===== src/rtl/move_cmd_uart_tx.sv =====
// ---------------------------------------------------------------------------
// move_cmd_uart_tx
//   Receives drive commands from the line-following controller. Each new
//   command is framed as a 4-byte packet and sent over an 8N1 UART to the
//   robot base. The packet is {SYNC_BYTE, cmd, speed, xor-checksum}.
//   Repeated identical commands are ignored. While a packet is on the line,
//   one more command can wait in a pending slot; a newer command replaces it.
//   When no new command arrives for KEEPALIVE_CYCLES after a packet start,
//   the last command is sent again so that the base does not time out.
//
// Ports
//   clk          system clock
//   reset        synchronous, active-high
//   cmd_valid    1-cycle strobe qualifying move_cmd / speed_level
//   move_cmd     4-bit drive code (W/WA/WD/A/D/STOP); illegal codes mean STOP
//   speed_level  4-bit speed, 0..15
//   tx           UART serial output, idle high
//   busy         high while a packet is in flight
//   pkt_sent     1-cycle pulse as the final stop bit ends on the line
//   cmd_dropped  1-cycle pulse when a pending command is overwritten
// ---------------------------------------------------------------------------
module move_cmd_uart_tx #(
  parameter int unsigned CLK_HZ           = 50_000_000,
  parameter int unsigned BAUD             = 115_200,
  parameter int unsigned KEEPALIVE_CYCLES = 5_000_000,
  parameter logic [7:0]  SYNC_BYTE        = 8'hAA
) (
  input  logic       clk,
  input  logic       reset,
  input  logic       cmd_valid,
  input  logic [3:0] move_cmd,
  input  logic [3:0] speed_level,
  output logic       tx,
  output logic       busy,
  output logic       pkt_sent,
  output logic       cmd_dropped
);

  localparam int unsigned CLKS_PER_BIT = CLK_HZ / BAUD;
  localparam int unsigned BAUD_W = (CLKS_PER_BIT > 1) ? $clog2(CLKS_PER_BIT) : 1;
  localparam int unsigned KA_W   = (KEEPALIVE_CYCLES > 1) ? $clog2(KEEPALIVE_CYCLES) : 1;
  localparam logic [BAUD_W-1:0] BAUD_LAST = BAUD_W'(CLKS_PER_BIT - 1);
  localparam logic [KA_W-1:0]   KA_LAST   = KA_W'(KEEPALIVE_CYCLES - 1);

  // Command word layout: {move_cmd[3:0], speed[3:0]}
  localparam logic [7:0] CMD_STOP0 = 8'h80;

  typedef enum logic [1:0] {
    S_IDLE,
    S_START,
    S_DATA,
    S_STOP
  } state_e;

  // Registers
  state_e            state_q,      state_d;
  logic [BAUD_W-1:0] baud_q,       baud_d;
  logic [2:0]        bit_q,        bit_d;
  logic [1:0]        byte_q,       byte_d;
  logic [7:0]        pkt_q,        pkt_d;
  logic [7:0]        pend_q,       pend_d;
  logic              pend_valid_q, pend_valid_d;
  logic [7:0]        last_q,       last_d;
  logic [KA_W-1:0]   ka_q,         ka_d;
  logic              tx_q,         tx_d;
  logic              busy_q,       busy_d;
  logic              fin_q,        fin_d;
  logic              pkt_sent_q,   pkt_sent_d;
  logic              dropped_q,    dropped_d;

  // Datapath helpers
  logic [7:0] san_cmd;
  logic [7:0] cur_byte;
  logic       accept;
  logic       cap_pend;
  logic       cap_ka;
  logic       capture;
  logic       baud_done;

  // Illegal move codes collapse to STOP at speed 0.
  always_comb begin
    san_cmd = CMD_STOP0;
    unique case (move_cmd)
      4'b0000, 4'b0001, 4'b0010,
      4'b0100, 4'b0101, 4'b1000: san_cmd = {move_cmd, speed_level};
      default:                   san_cmd = CMD_STOP0;
    endcase
  end

  always_comb begin
    cur_byte = SYNC_BYTE;
    unique case (byte_q)
      2'd0: cur_byte = SYNC_BYTE;
      2'd1: cur_byte = {4'h0, pkt_q[7:4]};
      2'd2: cur_byte = {4'h0, pkt_q[3:0]};
      2'd3: cur_byte = SYNC_BYTE ^ {4'h0, pkt_q[7:4]} ^ {4'h0, pkt_q[3:0]};
      default: cur_byte = SYNC_BYTE;
    endcase
  end

  assign accept    = cmd_valid && (san_cmd != last_q);
  assign cap_pend  = (state_q == S_IDLE) && pend_valid_q;
  // Keepalive only fires with an empty slot; a pending send takes priority.
  assign cap_ka    = (state_q == S_IDLE) && !pend_valid_q && (ka_q == KA_LAST);
  assign capture   = cap_pend || cap_ka;
  assign baud_done = (baud_q == BAUD_LAST);

  // Serialiser FSM. tx is registered from tx_d, so the line trails the
  // state by one cycle: the capture edge is followed by the start bit edge.
  always_comb begin
    state_d = state_q;
    baud_d  = baud_q;
    bit_d   = bit_q;
    byte_d  = byte_q;
    pkt_d   = pkt_q;
    tx_d    = 1'b1;
    fin_d   = 1'b0;

    unique case (state_q)
      S_IDLE: begin
        tx_d = 1'b1;
        if (capture) begin
          state_d = S_START;
          baud_d  = '0;
          bit_d   = '0;
          byte_d  = '0;
          pkt_d   = pend_valid_q ? pend_q : last_q;
        end
      end
      S_START: begin
        tx_d = 1'b0;
        if (baud_done) begin
          baud_d  = '0;
          bit_d   = '0;
          state_d = S_DATA;
        end else begin
          baud_d = baud_q + 1'b1;
        end
      end
      S_DATA: begin
        tx_d = cur_byte[bit_q];
        if (baud_done) begin
          baud_d = '0;
          if (bit_q == 3'd7) begin
            state_d = S_STOP;
          end else begin
            bit_d = bit_q + 1'b1;
          end
        end else begin
          baud_d = baud_q + 1'b1;
        end
      end
      S_STOP: begin
        tx_d = 1'b1;
        if (baud_done) begin
          baud_d = '0;
          if (byte_q == 2'd3) begin
            state_d = S_IDLE;
            fin_d   = 1'b1;
          end else begin
            byte_d  = byte_q + 1'b1;
            state_d = S_START;
          end
        end else begin
          baud_d = baud_q + 1'b1;
        end
      end
      default: begin
        state_d = S_IDLE;
      end
    endcase
  end

  // Command intake, pending slot, keepalive and status outputs.
  // fin_q delays completion by one cycle so pkt_sent/busy line up with the
  // end of the stop bit on tx, while the FSM is already free to capture.
  always_comb begin
    pend_d       = pend_q;
    pend_valid_d = pend_valid_q;
    last_d       = last_q;
    dropped_d    = 1'b0;
    busy_d       = busy_q;
    pkt_sent_d   = fin_q;

    if (cap_pend) begin
      pend_valid_d = 1'b0;
    end
    if (accept) begin
      pend_d       = san_cmd;
      pend_valid_d = 1'b1;
      last_d       = san_cmd;
      dropped_d    = pend_valid_q && !cap_pend;
    end

    if (capture) begin
      ka_d = '0;
    end else if (ka_q == KA_LAST) begin
      ka_d = ka_q;
    end else begin
      ka_d = ka_q + 1'b1;
    end

    if (capture) begin
      busy_d = 1'b1;
    end else if (fin_q) begin
      busy_d = 1'b0;
    end
  end

  always_ff @(posedge clk) begin
    if (reset) begin
      state_q      <= S_IDLE;
      baud_q       <= '0;
      bit_q        <= '0;
      byte_q       <= '0;
      pkt_q        <= CMD_STOP0;
      pend_q       <= CMD_STOP0;
      pend_valid_q <= 1'b0;
      last_q       <= CMD_STOP0;
      ka_q         <= '0;
      tx_q         <= 1'b1;
      busy_q       <= 1'b0;
      fin_q        <= 1'b0;
      pkt_sent_q   <= 1'b0;
      dropped_q    <= 1'b0;
    end else begin
      state_q      <= state_d;
      baud_q       <= baud_d;
      bit_q        <= bit_d;
      byte_q       <= byte_d;
      pkt_q        <= pkt_d;
      pend_q       <= pend_d;
      pend_valid_q <= pend_valid_d;
      last_q       <= last_d;
      ka_q         <= ka_d;
      tx_q         <= tx_d;
      busy_q       <= busy_d;
      fin_q        <= fin_d;
      pkt_sent_q   <= pkt_sent_d;
      dropped_q    <= dropped_d;
    end
  end

  assign tx          = tx_q;
  assign busy        = busy_q;
  assign pkt_sent    = pkt_sent_q;
  assign cmd_dropped = dropped_q;

endmodule

===== config.mk =====
export PLATFORM = sky130hd
export DESIGN_NAME = move_cmd_uart_tx
export DESIGN_NICKNAME = d
export VERILOG_FILES = /design/src/rtl/move_cmd_uart_tx.sv
export SDC_FILE = /design/constraint.sdc
export NUM_CORES = 1
export LEC_CHECK = 0
export ABC_CLOCK_PERIOD_IN_PS = 1800
export CORE_MARGIN = 5
export CORE_UTILIZATION = 50
export CTS_CLUSTER_SIZE = 40
export DETAILED_ROUTE_END_ITERATION = 10
export PLACE_DENSITY = 0.8
export SETUP_SLACK_MARGIN = 0.5
export SYNTH_ARGS = -nofsm -noshare
export SYNTH_HDL_FRONTEND = slang
export SYNTH_SLANG_ARGS = --single-unit

===== constraint.sdc =====
create_clock -name clk -period 1.8 [get_ports clk]
set_input_delay 0.36 -clock clk [delete_from_list [all_inputs] [get_ports clk]]
set_output_delay 0.36 -clock clk [all_outputs]
set_load 0.02 [all_outputs]

Word level (Yosys, flattened, before mapping). Cells that the tools add are included.

Add/subtract/negate cells: 4. $lt $le $gt $ge: 1. Equal/unequal tests: 22. Muxes and demuxes: 29. Bitwise gates (word level): 5. Reduce and logical (&&, ||, !) cells: 25.

Operator list (number): $pmux W8 S4 (1); $add A23 B1 Y23 const B (1); $eq A23 B23 Y1 const B (1); $mux W9 (2); $pmux W9 S2 (1); $mux W2 (8); $ne A2 B2 Y1 const B (7); $mux W3 (4); $reduce_and A5 Y1 (2); $add A9 B1 Y9 const B (1); $eq A9 B9 Y1 const B (1); $pmux W3 S3 (1); $eq A2 B2 Y1 const B (4); $eq A4 B3 Y1 const B (2); $mux W8 (1); $ne A8 B8 Y1 (1); $pmux W2 S4 (1); $xor A8 B4 Y8 (1); $mux W1 (7); $reduce_bool A2 Y1 (3); $reduce_or A2 Y1 (3); $reduce_or A3 Y1 (2); $reduce_or A6 Y1 (1); $logic_and A1 B1 Y1 (5); 20 further kinds (25).

Bits in registers: 61.

Logic depth before layout (Yosys ltp).
Depth in word-level cells: 7. Gate-level depth with buffers: 8.

Worst setup path before layout. Ideal clock, no wire load.

Path type: input -> register. From: input port move_cmd[1]. To: register last_q[5]. Setup time: 0.121 ns. Arrival time: 1.821 ns. Data required time: 1.679 ns. Setup slack: -0.142 ns. Stages on the path: 8. Buffers on the path: 2. Cells stage by stage: buf_6 -> o22a_1 -> a21oi_2 -> a21oi_1 -> o32a_1 -> o31a_1 -> buf_6 -> mux2_4.

Cells in the longest elaborated chain, start to end: 5. Elaborated cells on any way between the ends: 10.

Ends and longest elaborated chain: start: declaration (line 31) `input logic [3:0] move_cmd,`; $eq A4 B1 Y1, or another cell as far along (line 83) `unique case (move_cmd)`; $reduce_or A6 Y1 (line 83); $mux W8 * (line 83); $ne A8 B8 Y1 (line 101) `assign accept = cmd_valid && (san_cmd != last_q);`; $logic_and A1 B1 Y1 (line 101); end signal: assignment (line 234) `last_q <= last_d;`; end: declaration (line 63) `logic [7:0] last_q, last_d;`.

Every way passes the cells marked *; elsewhere a longest branch is shown, timed or not. A chain may end at the register's enable or synchronous reset.

Final worst setup path.
From: register byte_q[0]. To: register tx_q (netlist: tx).

Cells in the longest elaborated chain, start to end: 5. Elaborated cells on any way between the ends: 8.

Ends and longest elaborated chain: start: declaration (line 59) `logic [1:0] byte_q, byte_d;`; start signal: assignment (line 230) `byte_q <= byte_d;`; $eq A2 B2 Y1, or another cell as far along (line 92) `unique case (byte_q)`; $pmux W8 S4 * (line 92); $bmux W1 S3 * (line 141) `tx_d = cur_byte[bit_q];`; $mux W1 (implied by the code) * (line 141); $pmux W1 S3 * (line 119) `unique case (state_q)`; end signal: assignment (line 236) `tx_q <= tx_d;`; end: declaration (line 65) `logic tx_q, tx_d;`.

Every way passes the cells marked *; elsewhere a longest branch is shown, timed or not. The select of a mux whose other input is x is not followed.

==> impl_metrics.csv <==
group,metric,value,unit
routing,drtIter0Drc,209,
run_status,violations,"negative setup slack",
grt,grt_max_degree,38,
die,ios,15,
yosys,synthMuxAreaShare,5.828,%
yosys,seq_area_frac_synth,37.92,%
worst_setup_path,crit_path_start_kind,"flip-flop",
place,place_congestion,0.8661,
sta,period_share,110.7,%
routing,drt_first_pass_iters,5,
place,hpwl,5297,µm
yosys,synth_top_family_by_area,"simple AND/OR/NAND/NOR gates",
routing,met3_wirelength,349,µm
sta,fin_ws,-192.9,ps
clocking,worstSkewPairLatency,350,ps
routing,routedWlPerCell,17.92,µm
place,pre_cts_slack,-608.0,ps
routing,drt_wl_total,9536,µm
worst_setup_path,critPathSlowestCell,"dfxtp_4",
finish,drive_above_1_share,42.42,%
die,core,6314,µm²
finish,diodes,0,
grt,globalRouteOverflowTotal,0,
finish,fin_cells,532,
routing,dr_total_vias,3035,
grt,grt_antenna_before_repair,0,
pwr,p_sw_share,32.81,%
yosys,synth_fa_ha_area_share,5.828,%
yosys,synth.distinct_cells,65,
clocking,cts_hold_buf,0,
worst_setup_path,cp.arrival,2280,ps
yosys,synth-edff-count,0,
clocking,cts_tree,"done",
grt,grt_usage,19.84,%
finish,fin_util,75.01,%
worst_setup_path,path_delay_family,"compound AO/OA/AOI/OAI gates",
yosys,yosys.area_share.simple,25.60,%
routing,viasPerCell,5.705,
routing,drc_errors,0,
yosys,synth_area_per_cell,9.098,µm²
sta,slew-limit-headroom,73.22,%
yosys,ys_async_sr_fraction,0,%
pwr,switchingPower,1.326,mW
grt,grt_pass1_wl,13350,µm
pwr,cell_internal_pwr,2.717,mW
die,start_util,51.01,%
pwr,power_density,853.8,nW/µm²
die,die_x,90.26,µm
clocking,cts-root-buf,"clkbuf_8",
routing,top_layer,"met4",
worst_setup_path,cp.required,2080,ps
routing,postRouteAntennaNets,0,
sta,finClkSkew,9.656,ps
sta,drv_slew,0,
run_status,outcome,"finished, violations left",
run,cap_violations,0,
sta,hold_viol,0,
yosys,ys_dominant_reg_cell,"dfxtp_1",
routing,wl_met2,5071,µm
clocking,cts_buffers,9,
pwr,leakagePower,1.851,nW
yosys,netlist_instances,354,
grt,grt_pass1_vias,2992,
worst_setup_path,path_buf_inv,1,
sta,worst_pin_slew,396.5,ps
worst_setup_path,critPathKind,"flip-flop to flip-flop",
worst_setup_path,path_cells,"buf_4 > ha_1 > a21oi_1 > o22ai_1 > o21ai_0 > o41ai_1 > a311o_1",
worst_setup_path,max_stage_delay,390,ps
worst_setup_path,path_max_fanout,5,
yosys,synth_xor_area_share,8.159,%
sta,rsz0062_at_grt,"true",
yosys,syn-num-nets,380,
pwr,pwr-share-seq,37.0,%
finish,syn_to_final_growth,47.05,%
pwr,power_frac_clock,25.7,%
yosys,syn_area,3221,µm²
yosys,synth_seq_cells,61,
clocking,clk_pin_slew,70,ps
clocking,cts.sinks,61,
place,dp_cells,504,
sta,setup_viol,23,
clocking,htreeDepth,3,
min_path,hp-class,"flip-flop to flip-flop",
sta,setup_tns,-1320,ps
pwr,pwr-share-comb,37.2,%
sta,fin_crit,1993,ps
yosys,synth_compound_area_share,12.90,%
die,die_h,90.26,µm
yosys,synth_warnings,0,
worst_setup_path,crit_path_end_kind,"flip-flop",
pwr,ir_drop,0.6721,mV
sta,fmax,0.5018,GHz
sta,fin_hold_ws,479.5,ps
place,port_buffers,14,
die,num_rows,29,
finish,final_nets,477,
routing,met1Wirelength,3849,µm
clocking,cts_buffer_depth,2,
die,die-area,8146,µm²
[logic make-up (layout without fill, tap and decap cells)]
kind of cell / after synthesis / after routing
and+or+nand+nor: 147 / 147
DFF: 61 / 61
AOI/OAI and AO/OA: 57 / 57
xor gates and xnor gates: 30 / 30
buffers and inverters: 26 / 127
muxes: 18 / 18
adders and majority gates: 15 / 15
[what timing repair did]
action	4_1_cts	5_1_grt
pin swaps	16	17
buffers inserted	4	6
endpoints found under the setup margin	64	61
resized for setup	60	64
gates cloned	0	3
[Yosys cell counts (2+ instances only)]
library cell	instances	area share (%)
a211oi_1	3	0.70
a21o_1	3	0.70
a21oi_1	16	2.5
a221oi_1	2	0.54
a22o_1	2	0.54
a22oi_1	2	0.47
and2_1	2	0.39
and3_1	4	0.78
and4_1	4	1.1
and4b_1	2	0.62
buf_2	4	0.62
buf_6	2	0.70
clkbuf_1	4	0.47
dfxtp_1	61	38
ha_1	15	5.8
inv_1	15	1.7
mux2i_1	15	4.7
nand2_1	16	1.9
nand2b_1	11	2.1
nand3_1	10	1.6
nand3b_1	5	1.2
nand4_1	8	1.6
nor2_1	51	5.9
nor2b_1	10	1.9
nor3_1	6	0.93
nor3b_1	3	0.70
nor4b_2	2	0.93
o21ai_0	7	1.1
o22ai_1	3	0.58
o31ai_1	3	0.70
xnor2_1	10	2.7
xor2_1	20	5.4
[through the flow]
stage               power [mW]  cell area [µm²]
floorplan                2.241             3322
global placement         2.590             4039
detailed placement       2.642             4039
CTS                      3.758             4392
global route             4.250             4736
finish                   4.043             4736
[power groups by stage]
stage / Clock, mW / Sequential (mW) / Combinational [mW]
5_1_grt: 1.13 / 1.51 / 1.61
3_5_place_dp: 0 / 1.52 / 1.12
3_3_place_gp: 0 / 1.51 / 1.08
6_report: 1.04 / 1.50 / 1.51
4_1_cts: 1.04 / 1.49 / 1.23
2_1_floorplan: 0 / 1.54 / 0.703
[cell type report]
type / instances / area, µm²
multi-input combinational: 267 / 2282
fill: 405 / 1578
sequential: 61 / 1241
timing repair buffer: 97 / 898.4
clock buffer: 13 / 148.9
tap: 77 / 96.34
inverter: 15 / 58.81
clock inverter: 2 / 10.01
[metal layers]
metal	GRT usage, %	vias up
met5	0	-
met4	7.568	0
met3	5.333	28
met2	35.49	85
met1	22.28	1480
li1	-	1442
[worst paths after layout]
check	cells after the start	slack [ps]	start	to
worst max-delay path	7	-190	byte_q[0]$_SDFFE_PP0P_	tx$_SDFF_PP1_
worst min register to register	1	480	fin_q$_SDFF_PP0_	pkt_sent$_SDFF_PP0_
worst max register to register	7	-190	byte_q[0]$_SDFFE_PP0P_	tx$_SDFF_PP1_
worst min-delay path	1	480	fin_q$_SDFF_PP0_	pkt_sent$_SDFF_PP0_
[layout by cell type, fill, tap and decap left out, drive strengths merged, types with 5 or more instances in the layout]
cell type / instances
buf: 83
dfxtp: 61
nor2: 51
xor2: 20
nand2: 17
a21oi: 17
clkbuf: 16
inv: 15
mux2i: 15
ha: 15
nand2b: 11
xnor2: 10
nor2b: 10
nand3: 10
nand4: 9
o21ai: 8
nor3: 7
nand3b: 5
clkdlybuf4s15: 5
[sequential cells by signal (all words and copies together), names as in the netlist, 2 cells and up]
| register | cells |
|---|---|
| ka_q | 23 |
| last_q | 8 |
| baud_q | 9 |
| byte_q | 2 |
| pkt_q | 8 |
| state_q | 2 |
| bit_q | 3 |
Power figures use the tool's default switching activity.
